`config.mk`:
```
export PLATFORM = sky130hd
export DESIGN_NAME = alu_seq_unit
export DESIGN_NICKNAME = d
export VERILOG_FILES = /design/src/rtl/alu_seq_pkg.sv /design/src/rtl/alu_muldiv_iter.sv /design/src/rtl/alu_seq_unit.sv
export SDC_FILE = /design/constraint.sdc
export NUM_CORES = 1
export LEC_CHECK = 0
export ABC_AREA = 0
export CAP_MARGIN = 20
export CORE_UTILIZATION = 25
export CTS_CLUSTER_SIZE = 30
export DETAILED_ROUTE_END_ITERATION = 6
export PLACE_DENSITY_LB_ADDON = 0.05
export SKIP_CTS_REPAIR_TIMING = 1
export SYNTH_ARGS = -nofsm -noshare
export SYNTH_HDL_FRONTEND = slang
export SYNTH_SLANG_ARGS = --single-unit
```
`constraint.sdc`:
```
create_clock -name clk -period 2.46 [get_ports clk]
set_input_delay 0.492 -clock clk [delete_from_list [all_inputs] [get_ports clk]]
set_output_delay 0.492 -clock clk [all_outputs]
set_load 0.005 [all_outputs]
```
`src/rtl/alu_seq_pkg.sv`:
```
// Shared types and decode for the sequential ALU: op classes, operation enum, FSM states.
// The M-extension decode is present only when ALU_SEQ_MDEXT_EN is defined.
package alu_seq_pkg;

  localparam logic [1:0] OP_ADD    = 2'b00;
  localparam logic [1:0] OP_BRANCH = 2'b01;
  localparam logic [1:0] OP_RTYPE  = 2'b10;
  localparam logic [1:0] OP_ITYPE  = 2'b11;

  localparam logic [6:0] F7_BASE   = 7'b0000000;
  localparam logic [6:0] F7_ALT    = 7'b0100000;
  localparam logic [6:0] F7_MULDIV = 7'b0000001;

  typedef enum logic [1:0] {S_IDLE, S_CALC, S_DONE} state_t;

  typedef enum logic [4:0] {
    FN_ADD, FN_SUB, FN_SLL, FN_SLT, FN_SLTU, FN_XOR, FN_SRL, FN_SRA, FN_OR, FN_AND,
    FN_BEQ, FN_BNE, FN_BLT, FN_BGE, FN_BLTU, FN_BGEU,
    FN_MUL, FN_MULH, FN_MULHSU, FN_MULHU, FN_DIV, FN_DIVU, FN_REM, FN_REMU,
    FN_ILLEGAL
  } alu_fn_t;

  function automatic alu_fn_t decode_fn(input logic [1:0] op, input logic [2:0] f3,
                                        input logic [6:0] f7);
    alu_fn_t fn;
    fn = FN_ILLEGAL;
    case (op)
      OP_ADD: fn = FN_ADD;
      OP_BRANCH: begin
        case (f3)
          3'b000:  fn = FN_BEQ;
          3'b001:  fn = FN_BNE;
          3'b100:  fn = FN_BLT;
          3'b101:  fn = FN_BGE;
          3'b110:  fn = FN_BLTU;
          3'b111:  fn = FN_BGEU;
          default: fn = FN_ILLEGAL;
        endcase
      end
      OP_RTYPE: begin
        if (f7 == F7_BASE) begin
          case (f3)
            3'b000:  fn = FN_ADD;
            3'b001:  fn = FN_SLL;
            3'b010:  fn = FN_SLT;
            3'b011:  fn = FN_SLTU;
            3'b100:  fn = FN_XOR;
            3'b101:  fn = FN_SRL;
            3'b110:  fn = FN_OR;
            default: fn = FN_AND;
          endcase
        end else if (f7 == F7_ALT) begin
          if (f3 == 3'b000) fn = FN_SUB;
          else if (f3 == 3'b101) fn = FN_SRA;
        end
`ifdef ALU_SEQ_MDEXT_EN
        else if (f7 == F7_MULDIV) begin
          case (f3)
            3'b000:  fn = FN_MUL;
            3'b001:  fn = FN_MULH;
            3'b010:  fn = FN_MULHSU;
            3'b011:  fn = FN_MULHU;
            3'b100:  fn = FN_DIV;
            3'b101:  fn = FN_DIVU;
            3'b110:  fn = FN_REM;
            default: fn = FN_REMU;
          endcase
        end
`endif
      end
      default: begin
        case (f3)
          3'b000:  fn = FN_ADD;
          3'b001:  fn = (f7 == F7_BASE) ? FN_SLL : FN_ILLEGAL;
          3'b010:  fn = FN_SLT;
          3'b011:  fn = FN_SLTU;
          3'b100:  fn = FN_XOR;
          3'b101:  fn = (f7 == F7_BASE) ? FN_SRL : (f7 == F7_ALT) ? FN_SRA : FN_ILLEGAL;
          3'b110:  fn = FN_OR;
          default: fn = FN_AND;
        endcase
      end
    endcase
    return fn;
  endfunction

  function automatic logic fn_is_muldiv(input alu_fn_t fn);
    return fn inside {FN_MUL, FN_MULH, FN_MULHSU, FN_MULHU, FN_DIV, FN_DIVU, FN_REM, FN_REMU};
  endfunction

endpackage

```
`src/rtl/alu_muldiv_iter.sv`:
```
// Iterative multiply/divide: shift-add multiplier and restoring divider on magnitudes,
// one bit per cycle, with sign fix-up on the held result. Used only with ALU_SEQ_MDEXT_EN.
module alu_muldiv_iter
  import alu_seq_pkg::*;
#(
  parameter int XLEN = 32
) (
  input  logic            clk,
  input  logic            rst_n,
  input  logic            start_i,
  input  alu_fn_t         fn_i,
  input  logic [XLEN-1:0] a_i,
  input  logic [XLEN-1:0] b_i,
  output logic            done_o,
  output logic [XLEN-1:0] result_o
);
  localparam int CW = $clog2(XLEN) + 1;

  logic [CW-1:0]     cnt_q, cnt_d;
  logic              done_q, done_d;
  alu_fn_t           fn_q, fn_d;
  logic              is_div_q, is_div_d;
  logic              qneg_q, qneg_d, rneg_q, rneg_d;
  logic [2*XLEN-1:0] p_q, p_d;
  logic [XLEN-1:0]   m_q, m_d;

  logic              is_div, sa, sb;
  logic [XLEN-1:0]   a_mag, b_mag, quo, rem;
  logic [XLEN:0]     mul_sum, div_shift, div_diff;
  logic [2*XLEN-1:0] p_mul, p_div, prod_fix;

  always_comb begin
    is_div = fn_i inside {FN_DIV, FN_DIVU, FN_REM, FN_REMU};
    sa     = (fn_i inside {FN_MULH, FN_MULHSU, FN_DIV, FN_REM}) && a_i[XLEN-1];
    sb     = (fn_i inside {FN_MULH, FN_DIV, FN_REM}) && b_i[XLEN-1];
    a_mag  = sa ? -a_i : a_i;
    b_mag  = sb ? -b_i : b_i;
  end

  // p holds {accumulator, multiplier} for multiply, {partial remainder, dividend->quotient} for divide
  always_comb begin
    mul_sum   = {1'b0, p_q[2*XLEN-1:XLEN]} + (p_q[0] ? {1'b0, m_q} : '0);
    p_mul     = {mul_sum, p_q[XLEN-1:1]};
    div_shift = {p_q[2*XLEN-1:XLEN], p_q[XLEN-1]};
    div_diff  = div_shift - {1'b0, m_q};
    p_div     = div_diff[XLEN] ? {div_shift[XLEN-1:0], p_q[XLEN-2:0], 1'b0}
                               : {div_diff[XLEN-1:0], p_q[XLEN-2:0], 1'b1};
  end

  always_comb begin
    cnt_d    = cnt_q;
    done_d   = done_q;
    fn_d     = fn_q;
    is_div_d = is_div_q;
    qneg_d   = qneg_q;
    rneg_d   = rneg_q;
    p_d      = p_q;
    m_d      = m_q;
    if (start_i) begin
      cnt_d    = CW'(XLEN);
      done_d   = 1'b0;
      fn_d     = fn_i;
      is_div_d = is_div;
      qneg_d   = sa ^ sb;
      rneg_d   = sa;
      p_d      = {{XLEN{1'b0}}, (is_div ? a_mag : b_mag)};
      m_d      = is_div ? b_mag : a_mag;
    end else if (cnt_q != '0) begin
      p_d    = is_div_q ? p_div : p_mul;
      cnt_d  = cnt_q - CW'(1);
      done_d = (cnt_q == CW'(1));
    end
  end

  always_ff @(posedge clk or negedge rst_n) begin
    if (!rst_n) begin
      cnt_q    <= '0;
      done_q   <= 1'b0;
      fn_q     <= FN_ILLEGAL;
      is_div_q <= 1'b0;
      qneg_q   <= 1'b0;
      rneg_q   <= 1'b0;
      p_q      <= '0;
      m_q      <= '0;
    end else begin
      cnt_q    <= cnt_d;
      done_q   <= done_d;
      fn_q     <= fn_d;
      is_div_q <= is_div_d;
      qneg_q   <= qneg_d;
      rneg_q   <= rneg_d;
      p_q      <= p_d;
      m_q      <= m_d;
    end
  end

  always_comb begin
    prod_fix = qneg_q ? -p_q : p_q;
    quo      = qneg_q ? -p_q[XLEN-1:0] : p_q[XLEN-1:0];
    rem      = rneg_q ? -p_q[2*XLEN-1:XLEN] : p_q[2*XLEN-1:XLEN];
    case (fn_q)
      FN_MUL:                       result_o = prod_fix[XLEN-1:0];
      FN_MULH, FN_MULHSU, FN_MULHU: result_o = prod_fix[2*XLEN-1:XLEN];
      FN_DIV, FN_DIVU:              result_o = quo;
      FN_REM, FN_REMU:              result_o = rem;
      default:                      result_o = '0;
    endcase
  end

  assign done_o = done_q;

endmodule

```
`src/rtl/alu_seq_unit.sv`:
```
// Sequential RV-style ALU with valid/ready handshakes; single-cycle ops go IDLE->DONE.
// Define ALU_SEQ_MDEXT_EN to add the iterative M extension (IDLE->CALC->DONE).
module alu_seq_unit
  import alu_seq_pkg::*;
#(
  parameter int XLEN = 32
) (
  input  logic            clk,
  input  logic            rst_n,
  input  logic            in_valid,
  output logic            in_ready,
  input  logic [1:0]      alu_op,
  input  logic [6:0]      funct7,
  input  logic [2:0]      funct3,
  input  logic [XLEN-1:0] op_a,
  input  logic [XLEN-1:0] op_b,
  output logic            out_valid,
  input  logic            out_ready,
  output logic [XLEN-1:0] result,
  output logic            illegal,
  output logic            busy
);
  localparam int SHW = $clog2(XLEN);

  state_t          state_q, state_d;
  logic [XLEN-1:0] result_q, result_d;
  logic            illegal_q, illegal_d;
  logic            live_q;

  alu_fn_t         fn;
  logic            accept, iter_start, md_done;
  logic [SHW-1:0]  shamt;
  logic [XLEN-1:0] alu_res, md_result;

  assign fn     = decode_fn(alu_op, funct3, funct7);
  assign accept = in_valid && in_ready;
  assign shamt  = op_b[SHW-1:0];

`ifdef ALU_SEQ_MDEXT_EN
  localparam logic [XLEN-1:0] MIN_NEG = {1'b1, {(XLEN-1){1'b0}}};
  logic b_zero, ovf, md_fast;
  // Divide-by-zero and signed overflow have fixed answers and bypass the iterator
  assign b_zero     = (op_b == '0);
  assign ovf        = (op_a == MIN_NEG) && (op_b == '1);
  assign md_fast    = ((fn inside {FN_DIV, FN_DIVU, FN_REM, FN_REMU}) && b_zero) ||
                      ((fn inside {FN_DIV, FN_REM}) && ovf);
  assign iter_start = accept && fn_is_muldiv(fn) && !md_fast;

  alu_muldiv_iter #(.XLEN(XLEN)) u_muldiv (
    .clk      (clk),
    .rst_n    (rst_n),
    .start_i  (iter_start),
    .fn_i     (fn),
    .a_i      (op_a),
    .b_i      (op_b),
    .done_o   (md_done),
    .result_o (md_result)
  );
`else
  assign iter_start = 1'b0;
  assign md_done    = 1'b0;
  assign md_result  = '0;
`endif

  always_comb begin
    alu_res = '0;
    case (fn)
      FN_ADD:  alu_res = op_a + op_b;
      FN_SUB:  alu_res = op_a - op_b;
      FN_SLL:  alu_res = op_a << shamt;
      FN_SLT:  alu_res = {{(XLEN-1){1'b0}}, ($signed(op_a) < $signed(op_b))};
      FN_SLTU: alu_res = {{(XLEN-1){1'b0}}, (op_a < op_b)};
      FN_XOR:  alu_res = op_a ^ op_b;
      FN_SRL:  alu_res = op_a >> shamt;
      FN_SRA:  alu_res = $unsigned($signed(op_a) >>> shamt);
      FN_OR:   alu_res = op_a | op_b;
      FN_AND:  alu_res = op_a & op_b;
      FN_BEQ:  alu_res = {{(XLEN-1){1'b0}}, (op_a == op_b)};
      FN_BNE:  alu_res = {{(XLEN-1){1'b0}}, (op_a != op_b)};
      FN_BLT:  alu_res = {{(XLEN-1){1'b0}}, ($signed(op_a) < $signed(op_b))};
      FN_BGE:  alu_res = {{(XLEN-1){1'b0}}, ($signed(op_a) >= $signed(op_b))};
      FN_BLTU: alu_res = {{(XLEN-1){1'b0}}, (op_a < op_b)};
      FN_BGEU: alu_res = {{(XLEN-1){1'b0}}, (op_a >= op_b)};
`ifdef ALU_SEQ_MDEXT_EN
      FN_DIV, FN_DIVU: alu_res = b_zero ? '1 : op_a;
      FN_REM, FN_REMU: alu_res = b_zero ? op_a : '0;
`endif
      default: alu_res = '0;
    endcase
  end

  always_ff @(posedge clk or negedge rst_n) begin
    if (!rst_n) begin
      state_q   <= S_IDLE;
      result_q  <= '0;
      illegal_q <= 1'b0;
      live_q    <= 1'b0;
    end else begin
      state_q   <= state_d;
      result_q  <= result_d;
      illegal_q <= illegal_d;
      live_q    <= 1'b1;
    end
  end

  always_comb begin
    state_d   = state_q;
    result_d  = result_q;
    illegal_d = illegal_q;
    case (state_q)
      S_CALC: begin
        if (md_done) begin
          state_d   = S_DONE;
          result_d  = md_result;
          illegal_d = 1'b0;
        end
      end
      S_DONE: begin
        if (!accept && out_ready) state_d = S_IDLE;
      end
      default: ;
    endcase
    if (accept) begin
      state_d   = iter_start ? S_CALC : S_DONE;
      result_d  = alu_res;
      illegal_d = (fn == FN_ILLEGAL);
    end
  end

  always_comb begin
    in_ready  = live_q && ((state_q == S_IDLE) || ((state_q == S_DONE) && out_ready));
    out_valid = (state_q == S_DONE);
`ifdef ALU_SEQ_MDEXT_EN
    busy      = (state_q == S_CALC);
`else
    busy      = 1'b0;
`endif
    result    = result_q;
    illegal   = illegal_q;
  end

endmodule

```
After elaboration in Yosys (flattened, before gate mapping)
Cells that the tools add are included.

Memory bits (read-only): 0. Bits in registers: 36. Memories: 0. Memory bits (writable): 0. Bits in latches: 0.

Muxes and demuxes: 15. Reduce and logical (&&, ||, !) cells: 16. Multipliers: 0. Bitwise gates (word level): 3. Shift-type cells: 3. Magnitude comparators: 4. Equality and inequality tests: 29. Divide/modulo/power cells: 0. Add/subtract/negate cells: 2.

Operators by type and width (count): 32-bit one-hot mux with 14 select lines (1); 32-bit >= comparator (2); 32-bit less-than comparator (2); 5-bit by 4-bit == test with 1-bit output, second input constant (8); 5-bit 2-to-1 mux (7); 5-bit one-hot mux with 7 select lines (1); 32-bit adder (1); 32-bit bitwise AND (1); 32-bit == test (1); 32-bit != test (1); 32-bit bitwise OR (1); 32-bit by 5-bit left shift with 32-bit output (1); 32-bit by 5-bit right shift with 32-bit output (1); 32-bit by 5-bit >>> shifter with 32-bit output (1); 32-bit subtractor (1); 32-bit XOR (1); 5-bit one-hot mux with 6 select lines (1); 4-bit one-hot mux with 7 select lines (1); 5-bit by 3-bit == test with 1-bit output, second input constant (4); 5-bit one-hot mux with 3 select lines (1); 3-bit == test, second input constant (4); 5-bit by 2-bit == test with 1-bit output, second input constant (2); 7-bit by 6-bit == test with 1-bit output, second input constant (1); 7-bit logical NOT (1); other kinds (16) (26).

Longest topological paths before layout
Gate-level depths: netlist of run 1.

Depth in word-level cells: 10. Gate-level depth with buffers: 16. Gate-level depth less buffers: 14.

Least setup slack after synthesis of run 1
OpenSTA, ideal clock, no wires.

Path type: input to register. From: in op_b[2]. To: reg result_q[18], in the netlist result[18]. Data required time: 2.339 ns. Cell stages on the path: 15. Slack: -1.542 ns. Arrival: 3.881 ns. Path through: clkbuf_1 inv_2 buf_1 buf_1 ha_1 clkbuf_1 a21o_1 a221oi_1 a21oi_1 or2_1 a311o_1 a221o_1 o21ai_0 o2111ai_1 a22o_1.

Longest elaborated chain between the ends: 2. Elaborated cells on any way between the ends: 6. Those cells by class: 2 x add/sub; 3 x shift; 1 x mux.

Ends and longest elaborated chain: from (decl) (RTL line alu_seq_unit.sv:16) `input logic [XLEN-1:0] op_b,`; 32-bit subtractor, or another cell as far along (RTL line alu_seq_unit.sv:69) `FN_SUB: alu_res = op_a - op_b;`; 32-bit one-hot mux with 14 select lines (*) (RTL line alu_seq_unit.sv:67) `case (fn)`; to (signal assigned) (RTL line alu_seq_unit.sv:100) `result_q <= result_d;`; to (decl) (RTL line alu_seq_unit.sv:26) `logic [XLEN-1:0] result_q, result_d;`.

Mark *: on every way between the ends. The rest lies on a longest branch, timed or not. A chain may end at the register's enable or synchronous reset.

Worst setup path after layout of run 1
From: in op_a[1]. To: reg result_q[29], in the netlist result[29].

Longest elaborated chain between the ends: 2. Elaborated cells on any way between the ends: 6. Those cells by class: 2 x add/sub; 3 x shift; 1 x mux.

Ends and longest elaborated chain: from (decl) (RTL line alu_seq_unit.sv:15) `input logic [XLEN-1:0] op_a,`; 32-bit subtractor, or another cell as far along (RTL line alu_seq_unit.sv:69); 32-bit one-hot mux with 14 select lines (*) (RTL line alu_seq_unit.sv:67).

Marked as above.

==> summary.md, run 1 <==
| Metric | Value |
|---|---|
| Post-synthesis compound-gate area fraction | 0.353 |
| Largest family of logic cells by synthesized area | compound AO/OA/AOI/OAI gates |
| Critical Path Sink Type | flip-flop |
| Final GP Congestion | 0.973 |
| Mapped Avg Cell Area | 7.00 µm² |
| CTS Buffer Depth | 2 |
| Ys Warns | 0 |
| Worst path arrival time | 3.24 ns |
| Clock Power Share | 0.124 |
| Top FF cell, synth | dfrtp_1 |
| Filler Cells Inserted | 4,101 |
| Switching Share | 0.443 |
| Layout cells sized above 1 | 0.523 |
| Status | complete, but fails checks |
| Simple-Gate Fraction of Synth Area | 0.208 |
| Num CTS Buffers | 5 |
| Pin count of the biggest net entering global routing | 69 |
| Worst slew pin tran | 0.700 ns |
| Routed WL | 68,100 µm |
| Placed Cells | 2,647 |
| Buf/Inv on CP | 4 |
| Net Count, Synth | 1,663 |
| Grt ovf | 0 |
| Synth cell count leaders | nor2_1, a21oi_1, nand2_1 |
| Setup_tns | -14.50 ns |
| Dominant cells by area after synthesis | ha_1, dfrtp_1, a21oi_1 |
| Die width | 206 µm |
| TritonCTS clock tree | built |
| DR vias | 14,800 |
| Row cnt | 74 |
| Area growth syn-to-layout | 94.0% |
| Netlist cell types | 90 |
| CP peak stage delay | 0.36 ns |
| WL/cell | 24.7 µm |
| Sequential share of power | 0.119 |
| Max-slew violation count | 0 |
| I/O Buffers | 114 |
| Post-Syn Area | 10,400 µm² |
| Synth Area in Adders | 0.121 |
| Clk Latency, worst-skew pair | 0.30 ns |
| Die Area | 42,400 µm² |
| Worst IR Drop VDD | 0.000254 V |
| Antenna-violating nets left | 0 |
| Yosys top cell by area | ha_1 |
| Leak pwr | 9.29 nW |
| Crit Path Class | input pin to flip-flop |
| Number of synthesized flops with an enable pin | 0 |
| Crit path from | op_a[1] |
| Die height | 206 µm |
| Synth top area share | 0.117 |
| Max Clock Freq | 0.326 GHz |
| R2R Setup Slk | 0.43 ns |
| Crit path time final | 3.06 ns |
| Non-filler cells, final | 2,753 |
| HP Class | input pin to asynchronous set/reset pin |
| Max H-tree Level | 2 |
| CP top delay family | compound AO/OA/AOI/OAI gates |
| NetSw | 2.87 mW |
| Hpwl dp | 54,800 µm |
| Nets@finish | 2,399 |
| Register area share after synthesis | 0.0843 |
| CP required | 2.63 ns |
| 1st-iter DRT viols | 1,046 |
| Maxcap violations | 0 |
| Worst setup margin | -0.605 ns |
| DRT Pass-1 Iters | 5 |
| Async SR Flop Fraction | 1.00 |
| Endpoints failing setup | 32 |
| PD cells | 321 nW/µm² |
| Multiplexer share of the synthesized area | 0.125 |
| CTS sink count | 35 |
| Core Area | 40,900 µm² |
| #FFs+latches synth | 35 |
| CTS root buffer | clkbuf_16 |
| First-pass GRT wire length | 94,500 µm |
| Internal | 3.61 mW |
| Vias in the first global route | 14,200 |
| Slowest-stage cell, CP | o31a_1 |
| Clock Skews | 0.00720 ns |
| RSZ-0062 raised after global routing | yes |
| Crit path max fanout | 4 |
| Place WS | -1.52 ns |
| # IOs | 116 |
| Synth Area in XOR/XNOR | 0.0228 |
| GR Util All Layers | 0.307 |
| Cell count after synthesis | 1,484 |
| Final hold vios | 0 |
| Slew HR | 0.529 |
| Startpoint types | input pin |
| Failing checks | negative setup slack |
| Hold_ws | 0.260 ns |
| Clk pin slew, worst setup/hold paths | 0.07 ns |
| N_diodes | 0 |
| Worst path cell trace | clkbuf_2 -> buf_4 -> inv_1 -> ha_4 -> nor2_2 -> o311ai_4 -> a211oi_2 -> buf_4 -> o31a_1 -> a21oi_4 -> nor3_2 -> nor3_2 -> xnor2_1 -> a221oi_2 -> nor2_1 |
| Starting Density | 0.254 |
| Crit share post-route | 1.25 |
| FF-to-FF Start | state_q[1] |
| Most instantiated library cell after synthesis | nor2_1 |
| Vias per inst | 5.39 |
| # DRC | 0 |
| Logic pwr share | 0.757 |
| Initial antenna violation count | 0 |
## worst reg2reg max path, cell delays in order (launching register included)
cell      delay (ns)
dfrtp_1         0.38
nand2b_1        0.10
and2_1          0.17
nand2_2         0.08
buf_12          0.16
a31oi_1         0.27
o21ai_0         0.28
a221oi_1        0.32
a31oi_1         0.13
## layout make-up
cell class / instances / area (µm²) / share of cell area
Clock inverter: 3 / 43.8 / 0.00217
Multi-Input combinational cell: 1234 / 10700 / 0.529
Clock buffer: 5 / 125 / 0.00621
Tap cell: 532 / 666 / 0.0330
Timing Repair Buffer: 845 / 7370 / 0.366
Sequential cell: 35 / 876 / 0.0435
Inverter: 99 / 410 / 0.0204
## stage by stage
| stage | util | cell area (µm²) | total power, mW |
|---|---|---|---|
| after floorplan | - | 11000 | 2.56 |
| after global placement | 0.414 | 16900 | 4.86 |
| after detailed placement | 0.414 | 16900 | 4.85 |
| after CTS | 0.418 | 17100 | 5.67 |
| after global routing | 0.492 | 20200 | 6.78 |
| final | 0.492 | 20200 | 6.47 |
## routing by layer
layer | global-route usage | wire, µm | vias to the layer above
met1 | 0.391 | 28900 | 7297
met2 | 0.520 | 32400 | 445
met5 | 0 | 0 | -
met4 | 0.149 | 3850 | 0
li1 | - | - | 6982
met3 | 0.0236 | 2990 | 122
## power by group through the flow
| stage | logic [mW] | registers (mW) | clock network (mW) |
|---|---|---|---|
| detailed placement | 4.07 | 0.777 | 0 |
| global placement | 4.08 | 0.780 | 0 |
| CTS | 4.09 | 0.769 | 0.809 |
| global route | 5.18 | 0.780 | 0.826 |
| floorplan | 1.80 | 0.759 | 0 |
| finish | 4.90 | 0.770 | 0.804 |
## cells by family after synthesis
| family | Yosys count |
|---|---|
| adder cells (fa/ha/maj) | 99 |
| flip-flops | 35 |
| multiplexers | 92 |
| AO/OA/AOI/OAI | 552 |
| AND/OR/NAND/NOR | 462 |
| XOR/XNOR | 27 |
| buffers and inverters | 215 |
| other | 2 |
## state kept, by name (all words and copies together), names as in the netlist
name and cells:
result 32, illegal 1, state_q 1, live_q 1
## worst paths after layout
check	cells after the start	to
min in group clk	1	result[17]
min reg2reg	1	result[17]
max	15	result[29]
max in group asynchronous	2	result[9]
min	2	result[0]
max reg2reg	8	result[16]
## cells in the final DEF, fill, tap and decap left out, types with 10 or more instances in the layout
| cell | n |
|---|---|
| dfrtp_1 | 35 |
| mux2i_1 | 32 |
| ha_4 | 29 |
| a21o_1 | 22 |
| nand2b_1 | 16 |
| buf_6 | 41 |
| o21ai_1 | 32 |
| a31oi_1 | 20 |
| nand2_2 | 13 |
| ha_1 | 60 |
| buf_12 | 26 |
| a21oi_1 | 123 |
| a211oi_1 | 24 |
| clkdlybuf4s50_1 | 45 |
| nor3_2 | 11 |
| o21ai_0 | 47 |
| nor3_1 | 18 |
| xnor2_1 | 20 |
| nand2_1 | 92 |
| mux4_2 | 28 |
| buf_4 | 653 |
| nor2_2 | 15 |
| clkbuf_16 | 11 |
| o211ai_1 | 21 |
| inv_2 | 41 |
| dlymetal6s2s_1 | 54 |
| inv_1 | 51 |
| nor2_1 | 179 |
| o21bai_1 | 10 |
| o22ai_1 | 17 |
| mux2_2 | 19 |
| a21oi_2 | 38 |
Note: power is estimated with default switching activity, not from simulation.
==> run 2, diff against run 1 <==
Settings changed: CORE_MARGIN set to 3, SETUP_SLACK_MARGIN set to 0.02.
==> run 2 against run 1 <==
The flow still finishes with violations (negative setup slack). Routed wire length is 0.37% higher. Count of clock-buffer cells in the layout stayed put. Maximum frequency is 0.35% higher. Power is 1.1% higher. Utilization is 0.55 points higher. Sequential power hardly changed. Highest routed layer unchanged. Clock power is 2% higher. Largest cell class unchanged. Final cell count is 0.22% lower. Critical endpoint is now result[0]. First-iteration DRC count is 4.9% higher. Clock skew hardly changed. Non-clock buffer count is 7 lower. Flip-flop and latch count stayed put.
==> summary.md, run 2 (synthesized netlist as in run 1, its figures left out) <==
| Metric | Value |
|---|---|
| Status | complete, but fails checks |
| Failing checks | negative setup slack |
| 1st-iter DRT viols | 1,097 (+4.9%) |
| Placed Cells | 2,633 (-0.53%) |
| # DRC | 0 (unchanged) |
| CP top delay family | simple AND/OR/NAND/NOR gates |
| Endpoints failing setup | 32 (unchanged) |
| CTS root buffer | clkbuf_16 |
| # IOs | 116 (unchanged) |
| Filler Cells Inserted | 4,097 (-0.098%) |
| RSZ-0062 raised after global routing | yes |
| Die height | 210 µm (+1.9%) |
| Clk Latency, worst-skew pair | 0.31 ns (about the same) |
| Num CTS Buffers | 5 (unchanged) |
| Final hold vios | 0 (unchanged) |
| Die Area | 44,000 µm² (+3.9%) |
| Nets@finish | 2,393 (-0.25%) |
| Worst slew pin tran | 0.791 ns (+0.0915 ns) |
| Startpoint types | input pin |
| Area growth syn-to-layout | 96.2% |
| Multi-input gate area | 10,900 µm² (+2.3%) |
| FF+latch area | 876 µm² (unchanged) |
| Worst setup margin | -0.594 ns (+0.0106 ns) |
| Total Power | 6.55 mW (+1.1%) |
| Buf/Inv on CP | 3 (-1) |
| WL/cell | 24.9 µm (+0.59%) |
| Maxcap violations | 0 (unchanged) |
| CP peak stage delay | 0.44 ns (+0.08 ns) |
| Max Clock Freq | 0.327 GHz (+0.35%) |
| Crit path time final | 3.05 ns (-0.0106 ns) |
| DRT Pass-1 Iters | 5 (unchanged) |
| HP Class | input pin to asynchronous set/reset pin |
| Vias per inst | 5.42 (+0.52%) |
| I/O Buffers | 114 (unchanged) |
| Starting Density | 0.254 (unchanged) |
| Routed WL | 68,400 µm (+0.37%) |
| Crit Path Class | input pin to flip-flop |
| Non-filler cells, final | 2,747 (-0.22%) |
| CTS Buffer Depth | 2 (unchanged) |
| Clk pin slew, worst setup/hold paths | 0.07 ns (about the same) |
| Largest register FFs | 32 (unchanged) |
| Worst path cell trace | clkbuf_4 -> inv_2 -> ha_4 -> or3_4 -> or4_4 -> or4_4 -> buf_6 -> a21oi_4 -> o21ai_2 -> a21oi_2 -> o31ai_2 -> mux2_4 -> a31oi_1 |
| Clock Skews | 0.00767 ns (+0.000472 ns) |
| Final instance area | 20,400 µm² (+1.1%) |
| Commonest non-fill, non-tap cell in the layout | buf_4 |
| Row cnt | 74 (unchanged) |
| Worst path arrival time | 3.28 ns (+0.04 ns) |
| Antenna-violating nets left | 0 (unchanged) |
| Hpwl dp | 54,500 µm (-0.45%) |
| GR Util All Layers | 0.286 (-0.0209) |
| Max-slew violation count | 0 (unchanged) |
| Initial antenna violation count | 0 (unchanged) |
| N_diodes | 0 (unchanged) |
| Die width | 210 µm (+1.9%) |
| Slew HR | 0.473 (-0.0560) |
| Setup_tns | -13.53 ns (+0.965 ns) |
| TritonCTS clock tree | built |
| Layout cells sized above 1 | 0.528 (+0.00548) |
| Max H-tree Level | 2 (unchanged) |
| Placed Area | 16,900 µm² (-0.51%) |
| Grt ovf | 0 (unchanged) |
| CTS sink count | 35 (unchanged) |
| Slowest-stage cell, CP | or4_4 |
| Vias in the first global route | 14,100 (-0.71%) |
| PD cells | 321 nW/µm² (about the same) |
| First-pass GRT wire length | 94,000 µm (-0.56%) |
| Core Area | 40,900 µm² (unchanged) |
| Most frequent cells in the layout | buf_4, nor2_1, a21oi_1, nand2_1, buf_6 |
| Final GP Congestion | 1.00 (+2.9%) |
| DR vias | 14,900 (+0.30%) |
| Pin count of the biggest net entering global routing | 69 (unchanged) |
| Leak pwr | 9.29 nW (about the same) |
| Crit share post-route | 1.24 (-0.00433) |
| Place WS | -1.51 ns (+0.0157 ns) |
| Crit path top cell by count | or4_4 |
| Worst IR Drop VDD | 0.000270 V (+6.2%) |
| CP required | 2.69 ns (+0.06 ns) |
| Critical Path Sink Type | flip-flop |
| Crit path max fanout | 2 (-2) |
run 2: cell types whose count changed in the layout (fill, tap and decap cells not counted), moves of 4 or more:
cell | before | now
buf_4 | 653 | 623
buf_6 | 41 | 64
dlymetal6s2s_1 | 54 | 46
mux2i_1 | 32 | 38
buf_8 | 9 | 14
mux2i_2 | 8 | 3
o21ai_1 | 32 | 27
nand2_1 | 92 | 88
nor2_4 | 6 | 10
o21ai_2 | 9 | 13
run 2: final cells by class:
| cell class | instances | share of cell area |
|---|---|---|
| sequential | 35 | 0.0430 |
| inverter | 99 | 0.0196 |
| multi-input combinational | 1235 | 0.535 |
| clock buffer | 5 | 0.00614 |
| timing repair buffer | 838 | 0.361 |
| clock inverter | 3 | 0.00233 |
| tap | 532 | 0.0327 |
run 2: stage by stage:
stage	hold WS, ns	util
finish	0.298	0.498
global route	0.336	0.498
CTS	0.307	0.416
detailed placement	0.492	0.412
global placement	0.481	0.412
floorplan	0.196	-
run 2: routing by layer:
layer  up-vias  share of wire  GRT usage
met5         -              0          0
met4         0          0.056      0.119
met3       132          0.054     0.0266
li1       6973              -          -
met2       537           0.47      0.484
met1      7248           0.42      0.373
run 2: final timing paths:
check                      startpoint          to  slack (ns)  cells after the start
min                             rst_n  result[31]        0.30                      2
min reg2reg                result[17]  result[17]        0.51                      1
max reg2reg                state_q[1]  result[29]        0.51                      9
min in group clk           result[17]  result[17]        0.51                      1
max in group asynchronous       rst_n  state_q[1]        1.72                      2
max                          op_a[24]   result[0]       -0.59                     13
run 2: where the power goes:
group / switching [mW] / internal (mW) / total, mW
Sequential: 0.0852 / 0.684 / 0.769
Combinational: 2.50 / 2.45 / 4.96
Clock: 0.336 / 0.486 / 0.822
Total: 2.93 / 3.62 / 6.55
